==> src/rtl/mxv_frame_engine.sv <==
// mxv_frame_engine: byte-framed matrix x vector engine.
// Receives frames FE LEN CMD payload EF, keeps an N x N byte matrix and an
// N-byte vector, computes y = M*v one MAC per cycle and streams each y[i]
// back as ACC_BYTES bytes, MSB first.
// Optional build macro: MXV_SIGNED_EN (signed elements, sign-extended results;
// without it elements are unsigned and results are zero-extended).
// Ports:
//   clk, rst (async, active low)  clock / reset
//   start                         parser enable (parser held in IDLE while low)
//   Rx_flag, FIFO_input[7:0]      received byte strobe and data
//   tx_ready                      downstream accepts Data_Tx this cycle
//   flag_Tx, Data_Tx[7:0]         result byte valid / result byte
//   flag_RESEND                   pulse asking the host to resend the frame
//   busy                          high while computing or transmitting
module mxv_frame_engine #(
    parameter int MAX_N     = 8,
    parameter int DEFAULT_N = 4,
    parameter int ACC_BYTES = 3
) (
    input  logic       clk,
    input  logic       rst,
    input  logic       start,
    input  logic       Rx_flag,
    input  logic [7:0] FIFO_input,
    input  logic       tx_ready,
    output logic       flag_Tx,
    output logic       flag_RESEND,
    output logic [7:0] Data_Tx,
    output logic       busy
);
    localparam int NW = $clog2(MAX_N + 1);
    localparam int EW = $clog2(MAX_N);
    localparam int AW = 16 + $clog2(MAX_N);
    localparam int RW = ACC_BYTES * 8;
    localparam int MM = MAX_N * MAX_N;
    localparam int MI = $clog2(MM);
    localparam int BW = (ACC_BYTES > 1) ? $clog2(ACC_BYTES) : 1;
    localparam logic [8:0]    MM_LIM  = 9'(MM);
    localparam logic [7:0]    MAX_N_B = 8'(MAX_N);
    localparam logic [BW-1:0] LAST_B  = BW'(ACC_BYTES - 1);
    localparam logic [7:0] SOF_B = 8'hFE;
    localparam logic [7:0] EOF_B = 8'hEF;
    localparam logic [7:0] CMD_SET_N  = 8'h01;
    localparam logic [7:0] CMD_RESEND = 8'h02;
    localparam logic [7:0] CMD_LOAD_M = 8'h03;
    localparam logic [7:0] CMD_LOAD_V = 8'h04;

    typedef enum logic [2:0] {
        S_IDLE, S_LEN, S_CMD, S_PAYLOAD, S_EOF, S_COMPUTE, S_TX, S_ERR
    } state_t;

    state_t           state_r, state_nx_s;
    logic [NW-1:0]    n_r;
    logic             result_valid_r, flag_tx_r, err_pulse_r;
    logic [7:0]       data_tx_r, len_r, cmd_r, pcnt_r;
    logic [EW-1:0]    row_r, col_r, eidx_r, nm1_s;
    logic [MI-1:0]    k_r;
    logic [BW-1:0]    bidx_r;
    logic [AW-1:0]    acc_r, prod_s, sum_s;
    logic [7:0]       buf_r [MM];
    logic [7:0]       mat_r [MM];
    logic [7:0]       vec_r [MAX_N];
    logic [RW-1:0]    res_r [MAX_N];
    logic [RW-1:0]    first_res_s;
    logic [15:0]      n16_s, nn_s;
    logic [7:0]       mac_a_s, mac_b_s;
    logic             cmd_ok_s, setn_bad_s, go_err_s, commit_s, go_tx_s;
    logic             last_mac_s, last_byte_s, accept_s, busy_s;

    // Fit an accumulator value into the transmitted result width.
    function automatic logic [RW-1:0] to_res(input logic [AW-1:0] s);
        logic [AW+RW-1:0] w;
`ifdef MXV_SIGNED_EN
        w = {{RW{s[AW-1]}}, s};
`else
        w = {{RW{1'b0}}, s};
`endif
        return w[RW-1:0];
    endfunction

    // Byte b of a result, b=0 being the most significant byte.
    function automatic logic [7:0] byte_of(input logic [RW-1:0] v, input logic [BW-1:0] b);
        return v[(ACC_BYTES - 1 - int'(b)) * 8 +: 8];
    endfunction

    assign nm1_s      = EW'(n_r - NW'(1));
    assign n16_s      = 16'(n_r);
    assign nn_s       = n16_s * n16_s;
    assign setn_bad_s = (FIFO_input == 8'd0) || (FIFO_input > MAX_N_B);
    assign mac_a_s    = mat_r[k_r];
    assign mac_b_s    = vec_r[col_r];

`ifdef MXV_SIGNED_EN
    logic signed [15:0] prod16_s;
    assign prod16_s = 16'($signed(mac_a_s)) * 16'($signed(mac_b_s));
    assign prod_s   = {{(AW-16){prod16_s[15]}}, prod16_s};
`else
    logic [15:0] prod16_s;
    assign prod16_s = 16'(mac_a_s) * 16'(mac_b_s);
    assign prod_s   = {{(AW-16){1'b0}}, prod16_s};
`endif

    // A new row restarts the accumulator from zero instead of clearing it separately.
    assign sum_s       = ((col_r == {EW{1'b0}}) ? {AW{1'b0}} : acc_r) + prod_s;
    assign last_mac_s  = (row_r == nm1_s) && (col_r == nm1_s);
    assign last_byte_s = (eidx_r == nm1_s) && (bidx_r == LAST_B);
    assign accept_s    = flag_tx_r && tx_ready;
    assign busy_s      = (state_r == S_COMPUTE) || (state_r == S_TX);
    // With N=1 the only result is still being written on the last MAC edge.
    assign first_res_s = (nm1_s == {EW{1'b0}}) ? to_res(sum_s) : res_r[0];

    assign flag_Tx     = flag_tx_r;
    assign Data_Tx     = data_tx_r;
    assign busy        = busy_s;
    assign flag_RESEND = err_pulse_r || (busy_s && Rx_flag);

    // Command / length agreement check on the CMD byte.
    always_comb begin
        case (FIFO_input)
            CMD_SET_N:  cmd_ok_s = (len_r == 8'd1);
            CMD_RESEND: cmd_ok_s = (len_r == 8'd0);
            CMD_LOAD_M: cmd_ok_s = ({8'd0, len_r} == nn_s);
            CMD_LOAD_V: cmd_ok_s = ({8'd0, len_r} == n16_s);
            default:    cmd_ok_s = 1'b0;
        endcase
    end

    // State register.
    always_ff @(posedge clk or negedge rst) begin
        if (!rst) state_r <= S_IDLE;
        else      state_r <= state_nx_s;
    end

    // Next-state logic and control strobes.
    always_comb begin
        state_nx_s = state_r;
        go_err_s   = 1'b0;
        commit_s   = 1'b0;
        go_tx_s    = 1'b0;
        case (state_r)
            S_IDLE: begin
                if (start && Rx_flag && (FIFO_input == SOF_B)) state_nx_s = S_LEN;
                else                                           state_nx_s = S_IDLE;
            end
            S_LEN: begin
                if (!start)       state_nx_s = S_IDLE;
                else if (Rx_flag) state_nx_s = S_CMD;
                else              state_nx_s = S_LEN;
            end
            S_CMD: begin
                if (!start) state_nx_s = S_IDLE;
                else if (Rx_flag) begin
                    if (!cmd_ok_s) begin
                        go_err_s   = 1'b1;
                        state_nx_s = S_ERR;
                    end else if (len_r == 8'd0) state_nx_s = S_EOF;
                    else                        state_nx_s = S_PAYLOAD;
                end else state_nx_s = S_CMD;
            end
            S_PAYLOAD: begin
                if (!start) state_nx_s = S_IDLE;
                else if (Rx_flag) begin
                    if ((cmd_r == CMD_SET_N) && setn_bad_s) begin
                        go_err_s   = 1'b1;
                        state_nx_s = S_ERR;
                    end else if (pcnt_r == (len_r - 8'd1)) state_nx_s = S_EOF;
                    else                                   state_nx_s = S_PAYLOAD;
                end else state_nx_s = S_PAYLOAD;
            end
            S_EOF: begin
                if (!start) state_nx_s = S_IDLE;
                else if (Rx_flag) begin
                    if (FIFO_input != EOF_B) begin
                        go_err_s   = 1'b1;
                        state_nx_s = S_ERR;
                    end else begin
                        case (cmd_r)
                            CMD_LOAD_V: begin
                                commit_s   = 1'b1;
                                state_nx_s = S_COMPUTE;
                            end
                            CMD_RESEND: begin
                                if (result_valid_r) begin
                                    go_tx_s    = 1'b1;
                                    state_nx_s = S_TX;
                                end else begin
                                    go_err_s   = 1'b1;
                                    state_nx_s = S_ERR;
                                end
                            end
                            default: begin
                                commit_s   = 1'b1;
                                state_nx_s = S_IDLE;
                            end
                        endcase
                    end
                end else state_nx_s = S_EOF;
            end
            S_COMPUTE: begin
                if (last_mac_s) state_nx_s = S_TX;
                else            state_nx_s = S_COMPUTE;
            end
            S_TX: begin
                if (accept_s && last_byte_s) state_nx_s = S_IDLE;
                else                         state_nx_s = S_TX;
            end
            S_ERR:   state_nx_s = S_IDLE;
            default: state_nx_s = S_IDLE;
        endcase
    end

    // Control registers: frame fields, N, MAC counters and the TX byte stream.
    always_ff @(posedge clk or negedge rst) begin
        if (!rst) begin
            n_r            <= NW'(DEFAULT_N);
            result_valid_r <= 1'b0;
            flag_tx_r      <= 1'b0;
            data_tx_r      <= 8'h00;
            err_pulse_r    <= 1'b0;
            len_r          <= 8'd0;
            cmd_r          <= 8'd0;
            pcnt_r         <= 8'd0;
            row_r          <= {EW{1'b0}};
            col_r          <= {EW{1'b0}};
            eidx_r         <= {EW{1'b0}};
            bidx_r         <= {BW{1'b0}};
            k_r            <= {MI{1'b0}};
            acc_r          <= {AW{1'b0}};
        end else begin
            err_pulse_r <= go_err_s;
            case (state_r)
                S_LEN: if (Rx_flag) len_r <= FIFO_input;
                S_CMD: begin
                    if (Rx_flag) begin
                        cmd_r  <= FIFO_input;
                        pcnt_r <= 8'd0;
                    end
                end
                S_PAYLOAD: if (Rx_flag) pcnt_r <= pcnt_r + 8'd1;
                S_EOF: begin
                    if (commit_s && (cmd_r == CMD_SET_N)) n_r <= buf_r[0][NW-1:0];
                    if (commit_s && (cmd_r == CMD_LOAD_V)) begin
                        row_r          <= {EW{1'b0}};
                        col_r          <= {EW{1'b0}};
                        k_r            <= {MI{1'b0}};
                        result_valid_r <= 1'b0;
                    end
                    if (go_tx_s) begin
                        flag_tx_r <= 1'b1;
                        data_tx_r <= byte_of(res_r[0], {BW{1'b0}});
                        eidx_r    <= {EW{1'b0}};
                        bidx_r    <= {BW{1'b0}};
                    end
                end
                S_COMPUTE: begin
                    acc_r <= sum_s;
                    k_r   <= k_r + MI'(1);
                    if (col_r == nm1_s) begin
                        col_r <= {EW{1'b0}};
                        row_r <= row_r + EW'(1);
                    end else begin
                        col_r <= col_r + EW'(1);
                    end
                    if (last_mac_s) begin
                        flag_tx_r <= 1'b1;
                        data_tx_r <= byte_of(first_res_s, {BW{1'b0}});
                        eidx_r    <= {EW{1'b0}};
                        bidx_r    <= {BW{1'b0}};
                    end
                end
                S_TX: begin
                    if (accept_s) begin
                        if (last_byte_s) begin
                            flag_tx_r      <= 1'b0;
                            result_valid_r <= 1'b1;
                        end else if (bidx_r == LAST_B) begin
                            eidx_r    <= eidx_r + EW'(1);
                            bidx_r    <= {BW{1'b0}};
                            data_tx_r <= byte_of(res_r[eidx_r + EW'(1)], {BW{1'b0}});
                        end else begin
                            bidx_r    <= bidx_r + BW'(1);
                            data_tx_r <= byte_of(res_r[eidx_r], bidx_r + BW'(1));
                        end
                    end
                end
                default: ;
            endcase
        end
    end

    // Payload staging, commit on a valid EOF, and result capture (not reset).
    always_ff @(posedge clk) begin
        if ((state_r == S_PAYLOAD) && start && Rx_flag && ({1'b0, pcnt_r} < MM_LIM))
            buf_r[pcnt_r[MI-1:0]] <= FIFO_input;
        if (commit_s && (cmd_r == CMD_LOAD_M))
            for (int x = 0; x < MM; x++) mat_r[x] <= buf_r[x];
        if (commit_s && (cmd_r == CMD_LOAD_V))
            for (int x = 0; x < MAX_N; x++) vec_r[x] <= buf_r[x];
        if ((state_r == S_COMPUTE) && (col_r == nm1_s))
            res_r[row_r] <= to_res(sum_s);
    end

endmodule
==> config.mk <==
export PLATFORM = sky130hd
export DESIGN_NAME = mxv_frame_engine
export DESIGN_NICKNAME = d
export VERILOG_FILES = /design/src/rtl/mxv_frame_engine.sv
export SDC_FILE = /design/constraint.sdc
export NUM_CORES = 1
export LEC_CHECK = 0
export ABC_AREA = 1
export CORE_UTILIZATION = 40
export CTS_CLUSTER_DIAMETER = 120
export DETAILED_ROUTE_END_ITERATION = 8
export PLACE_DENSITY = 0.53
export SLEW_MARGIN = 20
export SYNTH_ARGS = -nofsm -noshare
export SYNTH_HDL_FRONTEND = slang
export SYNTH_SLANG_ARGS = --single-unit
==> constraint.sdc <==
create_clock -name clk -period 107.5 [get_ports clk]
set_input_delay 16.125 -clock clk [delete_from_list [all_inputs] [get_ports clk]]
set_output_delay 16.125 -clock clk [all_outputs]
set_load 0.05 [all_outputs]
== After elaboration in Yosys (flattened, before gate mapping) ==
Memory sizes are Yosys's and may differ from the RTL's.
Cells that the tools add are included.

* Register bits after elaboration: 78
* Bits in latches: 0
* Bits in writable memories: 1240
* Memory bits (read-only): 0
* Input bits: 13
* Output and inout bits: 11
* Word-level logic and storage cells: 196
* Memories kept: 4

* $add $sub $neg: 10
* Multipliers: 2
* Div/mod/pow operators: 0
* $lt $le $gt $ge: 2
* Equal/unequal tests: 35
* Shift-type cells: 1
* Mux-type cells: 90
* Bitwise gates (word level): 0
* Reduce and logical (&&, ||, !) cells: 37

{| class="wikitable"
|+ Memory list
! memory !! depth !! bits a word !! read ports !! clocked after Yosys merged registers in !! wr ports !! RTL line !! text
|-
| buf_r || 64 || 8 || 64 || 0 || 1 || 60 || <nowiki>logic [7:0] buf_r [MM];</nowiki>
|-
| mat_r || 64 || 8 || 1 || 0 || 64 || 61 || <nowiki>logic [7:0] mat_r [MM];</nowiki>
|-
| res_r || 8 || 19 || 3 || 0 || 1 || 63 || <nowiki>logic [RW-1:0] res_r [MAX_N];</nowiki>
|-
| vec_r || 8 || 8 || 1 || 0 || 8 || 62 || <nowiki>logic [7:0] vec_r [MAX_N];</nowiki>
|}

{| class="wikitable"
|+ Operator list
! operator !! number
|-
| 3-bit two-way mux || 20
|-
| 8-bit two-way mux || 7
|-
| 1-bit two-way mux || 39
|-
| 8-bit by 2-bit equality test with 1-bit output, second input constant || 4
|-
| 8-bit by 1-bit equality test with 1-bit output, second input constant || 3
|-
| 24-bit two-way mux || 1
|-
| 3-bit case mux with 8 select lines || 1
|-
| 8-bit case mux with 3 select lines || 1
|-
| 24-bit by 6-bit variable part select with 8-bit output || 1
|-
| 19-bit by 16-bit adder with 19-bit output || 1
|-
| 19-bit two-way mux || 1
|-
| 3-bit case mux with 2 select lines || 3
|-
| 8-bit by 3-bit equality test with 1-bit output, second input constant || 2
|-
| 8-bit equality test || 2
|-
| 8-bit logical NOT || 2
|-
| 8-bit by 8-bit multiplier with 16-bit output || 1
|-
| 2-bit two-way mux || 8
|-
| 2-bit inequality test, second input constant || 8
|-
| 8-bit case mux with 2 select lines || 1
|-
| 1-bit logical AND || 15
|-
| 3-bit equality test, second input constant || 4
|-
| 6-bit case mux with 2 select lines || 1
|-
| 5-bit AND reduction || 2
|-
| 3-bit by 1-bit adder with 3-bit output, second input constant || 3
|-
| other kinds (31) || 46
|}

== Depth between registers and ports, before layout ==
* Word-level depth: 9
* Depth in mapped cells: 33
* Gate-level depth less buffers: 31

== Worst setup path after synthesis ==
Ideal clock, no wire load.

* Path type: input to register
* Start: in FIFO_input[3]
* End: mem mat_r[0][0] (enable)
* Setup time: 2019 ps
* Arrival: 50946 ps
* Data required time: 105481 ps
* Path slack: 54535 ps
* Cell stages on the path: 4
* Path buffers: 0
* Path through: nand2_1 > nor2_2 > nand4_1 > nor3_1

{| class="wikitable"
|+ RTL lines
! item !! RTL line !! text
|-
| from (decl) || 24 || <nowiki>input logic [7:0] FIFO_input,</nowiki>
|-
| to (decl) || 61 ||
|}

== Worst setup path in the final report ==
* Start: in Rx_flag
* End: out flag_RESEND

* Word-level cells in the longest chain between the ends: 2

{| class="wikitable"
|+ Ends and longest elaborated chain
! item !! RTL line !! text
|-
| from (decl) || 23 || <nowiki>input logic Rx_flag,</nowiki>
|-
| 1-bit logical AND || 115 || <nowiki>assign flag_RESEND = err_pulse_r || (busy_s && Rx_flag);</nowiki>
|-
| 1-bit logical OR || 115 ||
|-
| to (decl) || 27 || <nowiki>output logic flag_RESEND,</nowiki>
|}

No other way between the ends.

==> flow_summary.toml <==
[layout]
fin_area_sq_um = 58700
final_common_cell = "edfxtp_1"
final_cell_mix = "edfxtp_1 (1,240), nand2_1 (556), nor2_1 (423), o21ai_0 (271), inv_1 (209)"
finish.net_count = 3938
area_growth_pct = 12.7
drive_gt1_share_pct = 8.53
n_antenna_cell = 0

[clock_tree]
clockBufferDepth = 3
cts_sinks = 1318
postCtsHoldBufs = 0
htree_levels = 4
ctsRootBufferMaster = "clkbuf_16"
clk_pin_slew_ps = 60
numCtsBuffers = 140
postCtsSetupBuffers = 0
insertion_delay_ps = 780
post_cts_resized = 0
cts_tree = "built"

[grt]
gr-total-overflow = 0
met3_usage_pct = 2.94
grtUsageTotal_pct = 19.0
grt_use_met1_pct = 25.4
met2_usage_pct = 31.2
grt_busiest_layer = "met2"
grt_pass1_vias = 28700
grt_pass1_wl_microns = 183000
antenna_found_initial = 0
grt_max_degree = 175

[worst_setup_path]
crit_type = "in -> out"
startpoint_type = "input port"
worstSetupEndpointType = "output pin"
critPathMaxFanout = 7
cp.arrival_ps = 17740
cp.required_ps = 91380

[floorplanning]
die_area_sq_um = 132000
placementRows = 132
core_area_sq_um = 129000
die_y_microns = 363
ios = 24
die_w_microns = 363
start_util_pct = 40.3

[detailed_routing]
drt-initial-drc-count = 2600
ant_nets = 0
totalWireLength_microns = 123000
wl_per_cell_microns = 21.8
via_per_inst = 5.14
vias = 29100
drc = 0
dr.pass1.iters = 5

[yosys]
synth_top_family_by_area = "simple AND/OR/NAND/NOR gates"
ys_seq_area_share_pct = 75.2
synthAdderAreaFrac_pct = 3.40
synth.distinct_cells = 50
synth-simple-area-share_pct = 9.83
synth_edf_count = 1240
ys_seq_elements = 1318
synth_compound_area_share_pct = 6.75
muxShareOfSynthArea_pct = 1.23
postSynthCellCount = 3752
synth_xor_xnor_area_share_pct = 0.470
synth-async-reset-ratio_pct = 5.92
avgSynthCellArea_sq_um = 13.9
ys.flop_type = "edfxtp_1"
syn-cell-area_sq_um = 52100
syn_nets = 3876
yosys_warnings = 0

[sta]
setup_violations = 0
finalHoldViolCount = 0
slew-limit-headroom_pct = 22.1
worstMarginPinSlew_ps = 1160
finClkSkew_ps = 40.6
slew_viol_final = 0
setup_tns_ps = 0
post-route-period-util_pct = 31.5
rsz0062_at_grt = "false"
timing.fmax_mhz = 29.5
layout_min_cycle_time_ps = 33860

[pwr]
pwr-share-clk_pct = 45.3
p_sw_mw = 0.213
power_frac_seq_pct = 53.1
ir_worst_vdd_uv = 17.4
swShare_pct = 20.3
p_comb_share_pct = 1.7
finalPower_mw = 1.05
leakagePower_nw = 20.6
powerDensity_nw_per_um2 = 17.9
intPower_mw = 0.838

[place]
io_buffers = 23
placed_area_sq_um = 54200
place_hpwl_microns = 74300
gp_congestion = 0.852

[job]
maxCapViolCount = 0

[outcome]
status = "complete, no violations"

[worst_hold_path]
hold_class = "reg -> reg"
[logic make-up after synthesis]
| family | Yosys count |
|---|---|
| compound gates | 623 |
| xor+xnor | 28 |
| fa+ha+maj | 111 |
| buf+inv | 382 |
| flops | 1318 |
| mux | 64 |
| simple gates | 1226 |
[layout make-up]
cell class	count	area, sq um
Multi-Input combinational cell	2052	11300
Clock inverter	76	754
Inverter	228	862
Timing Repair Buffer	74	609
Sequential cell	1318	39200
Fill cell	11500	70600
Clock buffer	180	3790
Tap cell	1742	2180
[path summary, 6_finish.rpt]
path,endpoint,cells after the start,startpoint,slack (ps)
max reg2reg,res_r[2][14]$_DFFE_PP_,28,k_r[1]$_DFFE_PN0P_,99700
max,flag_RESEND,3,Rx_flag,73640
min in group asynchronous,eidx_r[2]$_DFFE_PN0P_,1,rst,15260
max in group asynchronous,k_r[0]$_DFFE_PN0P_,2,rst,91020
min reg2reg,mat_r[26][7]$_DFFE_PP_,0,buf_r[26][7]$_DFFE_PP_,390
min,mat_r[26][7]$_DFFE_PP_,0,buf_r[26][7]$_DFFE_PP_,390
[critical path: stages]
cell and delay, ps:
clkdlybuf4s50_1 650, a21o_1 160, clkdlybuf4s50_1 790
[sequential cells by signal, indices dropped and copies added, names as in the netlist, 2 cells and up]
register and cells:
buf_r 512, mat_r 512, res_r 152, vec_r 64
acc_r 19, Data_Tx 8, cmd_r 8, len_r 8
pcnt_r 8, k_r 6, n_r 4, col_r 3
eidx_r 3, row_r 3, state_r 3, bidx_r 2
[cells in the mapped netlist (3+ instances only)]
cell,number,area [sq um]
nand4_1,16,100
buf_4,13,97.6
clkbuf_1,71,267
xnor2_1,10,87.6
a31oi_1,4,25.0
o221ai_1,7,61.3
buf_1,7,26.3
nand2_2,14,87.6
fa_1,51,1020
buf_6,12,135
o21ai_1,35,175
nand4_4,3,63.8
xor2_1,18,158
a21oi_1,118,591
nor2_1,425,1600
nor3_1,26,130
clkinv_1,5,18.8
mux2i_1,64,641
o21ai_0,271,1360
a21o_1,3,22.5
inv_2,12,45.0
o211ai_1,78,586
a32o_1,4,40.0
dfrtp_1,77,1930
or2_2,3,18.8
o22ai_1,95,594
nand3_1,150,751
edfxtp_1,1240,37200
inv_1,211,792
nand2_1,557,2090
buf_2,49,245
nor2_2,7,43.8
nand3_2,14,140
ha_1,60,751
[layer usage]
metal	part of all wire (%)	routed length (microns)
met5	0	0
met3	4.8	5870
met4	3.0	3680
met1	44	54100
met2	48	59800
[stage by stage]
stage	cells	util, %	hold WS (ps)	setup WS (ps)
after floorplan	3752	-	400	54530
after global placement	5413	41.9	400	73660
after detailed placement	5413	41.9	405	73640
after CTS	5669	45.4	386	73640
after global routing	5670	45.4	401	73610
final	5670	45.4	391	73640
[power groups by stage]
stage | Sequential (mW) | Clock (mW) | Combinational [mW]
finish | 0.558 | 0.476 | 0.0176
global route | 0.558 | 0.504 | 0.0193
CTS | 0.558 | 0.486 | 0.0178
detailed placement | 0.569 | 0 | 0.0177
global placement | 0.569 | 0 | 0.0176
floorplan | 0.569 | 0 | 0.00787
Power figures use the tool's default switching activity.
